### src/rtl/dmem_pkg.sv
// Shared types and constants for the data-memory arbiter.
// FSM states are plain logic constants so older tools can consume them unchanged.
package dmem_pkg;

  localparam int unsigned DMEM_DEPTH = 256;
  localparam int unsigned DMEM_DW    = 32;

  typedef logic [1:0] state_t;

  localparam state_t ST_IDLE    = 2'd0;
  localparam state_t ST_ACCESS  = 2'd1;
  localparam state_t ST_CAPTURE = 2'd2;
  localparam state_t ST_RESP    = 2'd3;

  typedef logic port_idx_t;

  localparam port_idx_t PORT0 = 1'b0;
  localparam port_idx_t PORT1 = 1'b1;

endpackage

### src/rtl/dmem_rr_pick.sv
// Two-input arbiter producing a one-hot grant.
// DMEM_ARB_RR_EN selects round-robin on ties; otherwise port 0 has fixed priority.
module dmem_rr_pick
  import dmem_pkg::*;
(
  input  logic [1:0] i_req,
  output logic [1:0] o_gnt
`ifdef DMEM_ARB_RR_EN
  ,
  input  port_idx_t  i_last
`endif
);

`ifdef DMEM_ARB_RR_EN
  always_comb begin
    o_gnt = i_req;
    // On a tie the port that did not win last time goes first.
    if (i_req == 2'b11) begin
      o_gnt = (i_last == PORT1) ? 2'b01 : 2'b10;
    end
  end
`else
  always_comb begin
    o_gnt = i_req[0] ? 2'b01 : {i_req[1], 1'b0};
  end
`endif

endmodule

### src/rtl/dmem_arbiter.sv
// Two-port access controller for the data memory: arbitrate, latch, one strobed access, respond.
// Define DMEM_ARB_RR_EN for round-robin tie-breaking; default build is fixed priority to port 0.
module dmem_arbiter
  import dmem_pkg::*;
#(
  parameter int unsigned DEPTH = DMEM_DEPTH,
  parameter int unsigned AW    = 32
) (
  input  logic               i_clk,
  input  logic               i_rst_n,
  input  logic               i_req0,
  input  logic               i_we0,
  input  logic [AW-1:0]      i_addr0,
  input  logic [DMEM_DW-1:0] i_wdata0,
  input  logic               i_req1,
  input  logic               i_we1,
  input  logic [AW-1:0]      i_addr1,
  input  logic [DMEM_DW-1:0] i_wdata1,
  output logic               o_gnt0,
  output logic               o_gnt1,
  output logic               o_rsp_valid0,
  output logic               o_rsp_valid1,
  output logic [DMEM_DW-1:0] o_rsp_data,
  output logic               o_rsp_err,
  output logic [31:0]        o_mem_addr,
  output logic [DMEM_DW-1:0] o_mem_wdata,
  output logic               o_mem_read,
  output logic               o_mem_write,
  input  logic [DMEM_DW-1:0] i_mem_rdata,
  output logic               o_busy
);

  localparam logic [AW:0] LP_DEPTH = (AW+1)'(DEPTH);

  state_t             r_state;
  state_t             w_state_d;
  port_idx_t          r_owner;
  logic               r_we;
  logic               r_err;
  logic [31:0]        r_mem_addr;
  logic [DMEM_DW-1:0] r_mem_wdata;
  logic [DMEM_DW-1:0] r_rsp_data;
  logic               r_rsp_err;

  logic [1:0]         w_req;
  logic [1:0]         w_pick;
  logic [1:0]         w_gnt;
  logic               w_fire;
  port_idx_t          w_win;
  logic               w_sel_we;
  logic [AW-1:0]      w_sel_addr;
  logic [DMEM_DW-1:0] w_sel_wdata;
  logic               w_addr_err;

  assign w_req = {i_req1, i_req0};

`ifdef DMEM_ARB_RR_EN
  port_idx_t r_last;

  always_ff @(posedge i_clk or negedge i_rst_n) begin
    if (!i_rst_n) begin
      r_last <= PORT1;
    end else if (w_fire) begin
      r_last <= w_win;
    end
  end

  dmem_rr_pick u_pick (
    .i_req  (w_req),
    .o_gnt  (w_pick),
    .i_last (r_last)
  );
`else
  dmem_rr_pick u_pick (
    .i_req (w_req),
    .o_gnt (w_pick)
  );
`endif

  assign w_gnt       = (r_state == ST_IDLE) ? w_pick : 2'b00;
  assign w_fire      = |w_gnt;
  assign w_win       = w_gnt[1] ? PORT1 : PORT0;
  assign w_sel_we    = (w_win == PORT1) ? i_we1 : i_we0;
  assign w_sel_addr  = (w_win == PORT1) ? i_addr1 : i_addr0;
  assign w_sel_wdata = (w_win == PORT1) ? i_wdata1 : i_wdata0;
  assign w_addr_err  = {1'b0, w_sel_addr} >= LP_DEPTH;

  always_comb begin
    w_state_d = r_state;
    case (r_state)
      ST_IDLE:    if (w_fire) w_state_d = ST_ACCESS;
      ST_ACCESS:  w_state_d = ST_CAPTURE;
      ST_CAPTURE: w_state_d = ST_RESP;
      ST_RESP:    w_state_d = ST_IDLE;
      default:    w_state_d = ST_IDLE;
    endcase
  end

  always_ff @(posedge i_clk or negedge i_rst_n) begin
    if (!i_rst_n) begin
      r_state     <= ST_IDLE;
      r_owner     <= PORT1;
      r_we        <= 1'b0;
      r_err       <= 1'b0;
      r_mem_addr  <= '0;
      r_mem_wdata <= '0;
      r_rsp_data  <= '0;
      r_rsp_err   <= 1'b0;
    end else begin
      r_state <= w_state_d;
      if (w_fire) begin
        r_owner <= w_win;
        r_we    <= w_sel_we;
        r_err   <= w_addr_err;
        // Rejected requests leave the memory bus untouched so it never moves unstrobed.
        if (!w_addr_err) begin
          r_mem_addr  <= 32'(w_sel_addr);
          r_mem_wdata <= w_sel_wdata;
        end
      end
      if (r_state == ST_CAPTURE) begin
        r_rsp_data <= (!r_err && !r_we) ? i_mem_rdata : '0;
        r_rsp_err  <= r_err;
      end
    end
  end

  assign o_gnt0       = w_gnt[0];
  assign o_gnt1       = w_gnt[1];
  assign o_mem_addr   = r_mem_addr;
  assign o_mem_wdata  = r_mem_wdata;
  assign o_mem_read   = (r_state == ST_ACCESS) && !r_err && !r_we;
  assign o_mem_write  = (r_state == ST_ACCESS) && !r_err && r_we;
  assign o_rsp_valid0 = (r_state == ST_RESP) && (r_owner == PORT0);
  assign o_rsp_valid1 = (r_state == ST_RESP) && (r_owner == PORT1);
  assign o_rsp_data   = r_rsp_data;
  assign o_rsp_err    = r_rsp_err;
  assign o_busy       = (r_state != ST_IDLE);

endmodule

### config.mk
export PLATFORM = sky130hd
export DESIGN_NAME = dmem_arbiter
export DESIGN_NICKNAME = d
export VERILOG_FILES = /design/src/rtl/dmem_pkg.sv /design/src/rtl/dmem_rr_pick.sv /design/src/rtl/dmem_arbiter.sv
export SDC_FILE = /design/constraint.sdc
export NUM_CORES = 1
export LEC_CHECK = 0
export ABC_AREA = 1
export CAP_MARGIN = 20
export CORE_MARGIN = 2
export CORE_UTILIZATION = 40
export DETAILED_ROUTE_END_ITERATION = 16
export DONT_BUFFER_PORTS = 1
export RECOVER_POWER = 100
export SETUP_SLACK_MARGIN = 0.05
export SLEW_MARGIN = 15
export SYNTH_ARGS = -nofsm -noshare
export SYNTH_HDL_FRONTEND = slang
export SYNTH_SLANG_ARGS = --single-unit
### constraint.sdc
create_clock -name i_clk -period 5.95 [get_ports i_clk]
set_input_delay 0.8925 -clock i_clk [delete_from_list [all_inputs] [get_ports i_clk]]
set_output_delay 0.8925 -clock i_clk [all_outputs]
set_load 0.005 [all_outputs]
# == Word-level counts from Yosys, hierarchy flattened ==
# Index checks and enable logic that the tools add are counted.
# classes
eq_ne,4
bitwise,2
mux,9
n_reduce_logical,12
magnitude_cmp,1
# op_table
operator,n
$mux W32,3
$ge A32 B9 Y1 const B,1
$pmux W2 S4,1
$logic_and A1 B1 Y1,6
$mux W2,3
$eq A2 B2 Y1 const B,2
$eq A2 B1 Y1 const B,1
$logic_not A1 Y1,2
$logic_not A2 Y1,1
$mux W1,2
$ne A2 B2 Y1 const B,1
$not A1 Y1,2
$reduce_and A2 Y1,1
$reduce_bool A2 Y1,1
$reduce_or A2 Y1,1
# totals
reg_bits,102
elab_cells,36
in_bits,166

# == Depth between registers and ports, before layout ==
# depth
ltp_word,7
ltp_mapped,15
mapped_depth_nobuf,13

# == Hierarchy ==
# A second synthesis with hierarchy kept.
# hier_totals
hier_cells,621
area_unflattened_um2,4907.2
# modules_own_cells
mod,area_each_um2,cells_each,instances
dmem_arbiter,4889.7,618,1
dmem_rr_pick,17.5,3,1

# == Least setup slack after synthesis ==
# Ideal clock, no wire load.
# synth_path
kind,in2out
startpoint,input port i_req1
endpoint,output port o_gnt1
cell_stages,4
t_required_ns,5.058
n_path_buf,2
setup_slack_ns,3.444
t_arrival_ns,1.613
cell_sequence,nand2_1 > nor2_4 > buf_2 > buf_1
# synth_between
elab_chain_cells,2
# synth_rtl
element,line,source
"start, declared",dmem_arbiter.sv:15,"input logic i_req1,"
$mux W2,dmem_rr_pick.sv:24,"o_gnt = i_req[0] ? 2'b01 : {i_req[1], 1'b0};"
$mux W2,dmem_arbiter.sv:80,assign w_gnt = (r_state == ST_IDLE) ? w_pick : 2'b00;
"end, declared",dmem_arbiter.sv:20,"output logic o_gnt1,"
# Every way passes these cells.

# == Final worst setup path ==
# layout_path
startpoint,register r_state[0]
endpoint,"register r_mem_addr[31], in the netlist o_mem_addr[31]"
# layout_between
elab_chain_cells,7
elab_cells_between_ends,8
classes_between,1 x order compare; 3 x mux; 1 x bitwise; 3 x reduce/logical
# layout_rtl
element,line,source
"start, declared",dmem_arbiter.sv:35,state_t r_state;
"start signal, assigned",dmem_arbiter.sv:110,r_state <= w_state_d;
$logic_not A2 Y1 (*),dmem_arbiter.sv:80,
$mux W2 (*),dmem_arbiter.sv:80,
via o_gnt1,dmem_arbiter.sv:20,
$mux W1,dmem_arbiter.sv:82,assign w_win = w_gnt[1] ? PORT1 : PORT0;
$mux W32,dmem_arbiter.sv:84,assign w_sel_addr = (w_win == PORT1) ? i_addr1 : i_addr0;
$ge A32 B9 Y1,dmem_arbiter.sv:86,"assign w_addr_err = {1'b0, w_sel_addr} >= LP_DEPTH;"
$not A1 Y1 (no source line),-,
$reduce_and A2 Y1 (no source line),-,
"end signal, assigned",dmem_arbiter.sv:117,r_mem_addr <= 32'(w_sel_addr);
"end, declared",dmem_arbiter.sv:40,logic [31:0] r_mem_addr;
# The timed path passes the listed nets; every way through them passes the cells marked *.
# A chain may end at the register's enable or synchronous reset.

==> flow_metrics.env <==
export IMPL_setup_viol=0
export IMPL_fin_util=0.438
export IMPL_async_flop_share=1.00
export IMPL_cp_required_ps=6160
export IMPL_rr_endpoint="o_mem_addr[31]"
export IMPL_clk_pin_slew_ps=70
export IMPL_grt_setup_unrepaired="no"
export IMPL_place_gp_congestion=0.788
export IMPL_grt_pass1_vias=3561
export IMPL_grt_ovfl_total=0
export IMPL_grt_start_max_net_pins=103
export IMPL_worst_slew_pin_slew_ps=1270
export IMPL_peakVddDrop_mv=0.145
export IMPL_area_growth_pct=7.52
export IMPL_timing_rr_start="r_state[0]"
export IMPL_reg2reg_depth=15
export IMPL_layout_nets=776
export IMPL_antenna_found_initial=0
export IMPL_setup_tns_ps=0
export IMPL_endpoint_kind="flop"
export IMPL_ys_types=23
export IMPL_hp_class="primary input to async pin"
export IMPL_wl_um=12000
export IMPL_design_core_area_mm2=0.0120
export IMPL_antenna_cells=0
export IMPL_arrival_ps=4490
export IMPL_cts_root_buf="clkbuf_16"
export IMPL_initial_utilization=0.408
export IMPL_postSynthAreaPerCell_um2=7.80
export IMPL_syn_area_mm2=0.00488
export IMPL_dieArea_mm2=0.0131
export IMPL_routed_top_layer="met4"
export IMPL_final_max_slew_viol_count=0
export IMPL_ys_ff_latch=102
export IMPL_power_density_mw_per_mm2=305
export IMPL_cts_tree="built"
export IMPL_met2_length_um=5900
export IMPL_min_period_ps=4280
export IMPL_dominantRegCellSynth="dfrtp_1"
export IMPL_die_w_um=114
export IMPL_clock_latency_ps=340
export IMPL_total_power_mw=1.60
export IMPL_clock_fmax_mhz=234
export IMPL_portBuffers=0
export IMPL_wl_met3_um=1090
export IMPL_track_usage=0.177
export IMPL_remaining_drc_errors=0
export IMPL_ys_warn_count=0
export IMPL_hold_violations=0
export IMPL_met1_length_um=4840
export IMPL_syn_inst=625
export IMPL_routedWlPerCell_um=15.8
export IMPL_hpwl_um=8780
export IMPL_synth_area_leaders="dfrtp_1 (52%), nand2_1 (22%), a32o_1 (6.6%), inv_1 (5.3%), nand3_1 (4.3%)"
export IMPL_via_per_inst=5.11
export IMPL_ctsResizeCount=0
export IMPL_cts_buffers=9
export IMPL_row_count=40
export IMPL_yosysSeqAreaShare=0.524
export IMPL_synth_top_area_share=0.518
export IMPL_cts_hold_buffers_added=0
export IMPL_yosysMostFrequentCell="nand2_1"
export IMPL_drive_gt1_frac=0.0410
export IMPL_cap_viol_max_count=0
export IMPL_antenna_left=0
export IMPL_grt_pass1_wl_um=18200
export IMPL_cts_buffer_depth=2
export IMPL_cts_setup_buffers=0
export IMPL_synth_common_cells="nand2_1 (281), dfrtp_1 (101), inv_1 (69)"
export IMPL_die_h_um=114
export IMPL_drtIter0Drc=230
export IMPL_synth_enable_flop_cells=0
export IMPL_syn_nets=796
export IMPL_p_leak_nw=2.99
export IMPL_fillCellCount=1197
export IMPL_slew_headroom=0.152
export IMPL_worst_setup_path_type="flop to flop"
export IMPL_dr_total_vias=3865
export IMPL_reg2reg_slack_ps=1670
export IMPL_status="finished clean"
export IMPL_start_kind="flop"
export IMPL_ioPinCount=270
export IMPL_synth_area_leader_cell="dfrtp_1"
export IMPL_cts_htree_levels=3
export IMPL_fin_crit_sh=0.719
export IMPL_firstDrtPassIters=4
export IMPL_skew_ps=5.71
export IMPL_cts_sinks=102
export IMPL_path_max_fanout=46
## routing by layer
| metal | up-vias | track usage |
|---|---|---|
| met1 | 1770 | 0.209 |
| met4 | 0 | 0.0585 |
| li1 | 1900 | - |
| met3 | 12 | 0.0551 |
| met2 | 183 | 0.307 |
| met5 | - | 0 |
## worst max path at each step
stage / end / start / slack [ps]
CTS: o_mem_addr[31] / r_state[0] / 2150
detailed placement: o_mem_addr[31] / i_req0 / 2120
finish: o_mem_addr[31] / r_state[0] / 1670
global route: o_mem_addr[24] / r_state[1] / 1130
global placement: o_mem_addr[25] / i_req1 / 1790
floorplan: o_gnt1 / i_req1 / 3440
## stage by stage
stage               worst slack [ps]  hold WS (ps)  std cells  instance area (um^2)
floorplan                       3440           465        625                  4880
global placement                1790           496        739                  4930
detailed placement              2120           496        741                  4960
CTS                             2150           230        757                  5260
global route                    1130           225        757                  5240
finish                          1670           243        757                  5240
## cell families (layout without fill, tap and decap cells)
group | count (synthesis) | count (layout) | synth area share
simple gates | 370 | 370 | 0.300
buf+inv | 107 | 92 | 0.0885
compound gates | 41 | 41 | 0.0752
flops | 102 | 102 | 0.524
fa+ha+maj | 5 | 5 | 0.0128
## cell usage in the layout (no fill, tap or decap), types with 2 or more instances in the layout
master     synthesis  routed
nand2_1          281     281
dfrtp_1          101     101
inv_1             69      69
nor2_1            40      41
nand3_1           42      41
a32o_1            32      32
clkbuf_16          0       9
o21ai_0            5       5
ha_1               5       5
buf_4              3       3
nor3_1             2       2
a21oi_1            2       2
clkinv_2           0       2
clkbuf_1          12       2
## report_power, final
part,switching [mW],internal [mW]
Clock,0.253,0.338
Combinational,0.210,0.0757
Sequential,0.0108,0.710
## area by class of cell
class                      count  area, um^2  area share
inverter                      71         267      0.0508
timing repair buffer           5        46.3     0.00883
clock buffer                  11         243      0.0463
sequential                   102        2550       0.487
tap                          147         184      0.0351
clock inverter                 5        56.3      0.0107
multi-input combinational    416        1890       0.361
## flip-flops by register name, summed over array words and instances (netlist names)
signal       flops
o_mem_addr      32
o_mem_wdata     32
o_rsp_data      32
o_rsp_err        1
r_err            1
r_owner          1
r_state          2
r_we             1
## critical path, stage by stage (launching register included)
cell and delay, ps:
dfrtp_1 400, inv_1 130, ha_1 290, nand2_1 80, nor2_1 950, buf_12 290, nand2_1 80, nand2_1 60
nand2_1 50, nor2_1 100, nand2_1 70, nor2_2 70, buf_4 380, nand2_2 540, inv_2 530, nor2_1 90
No activity file was read; power rests on OpenSTA's default activity.
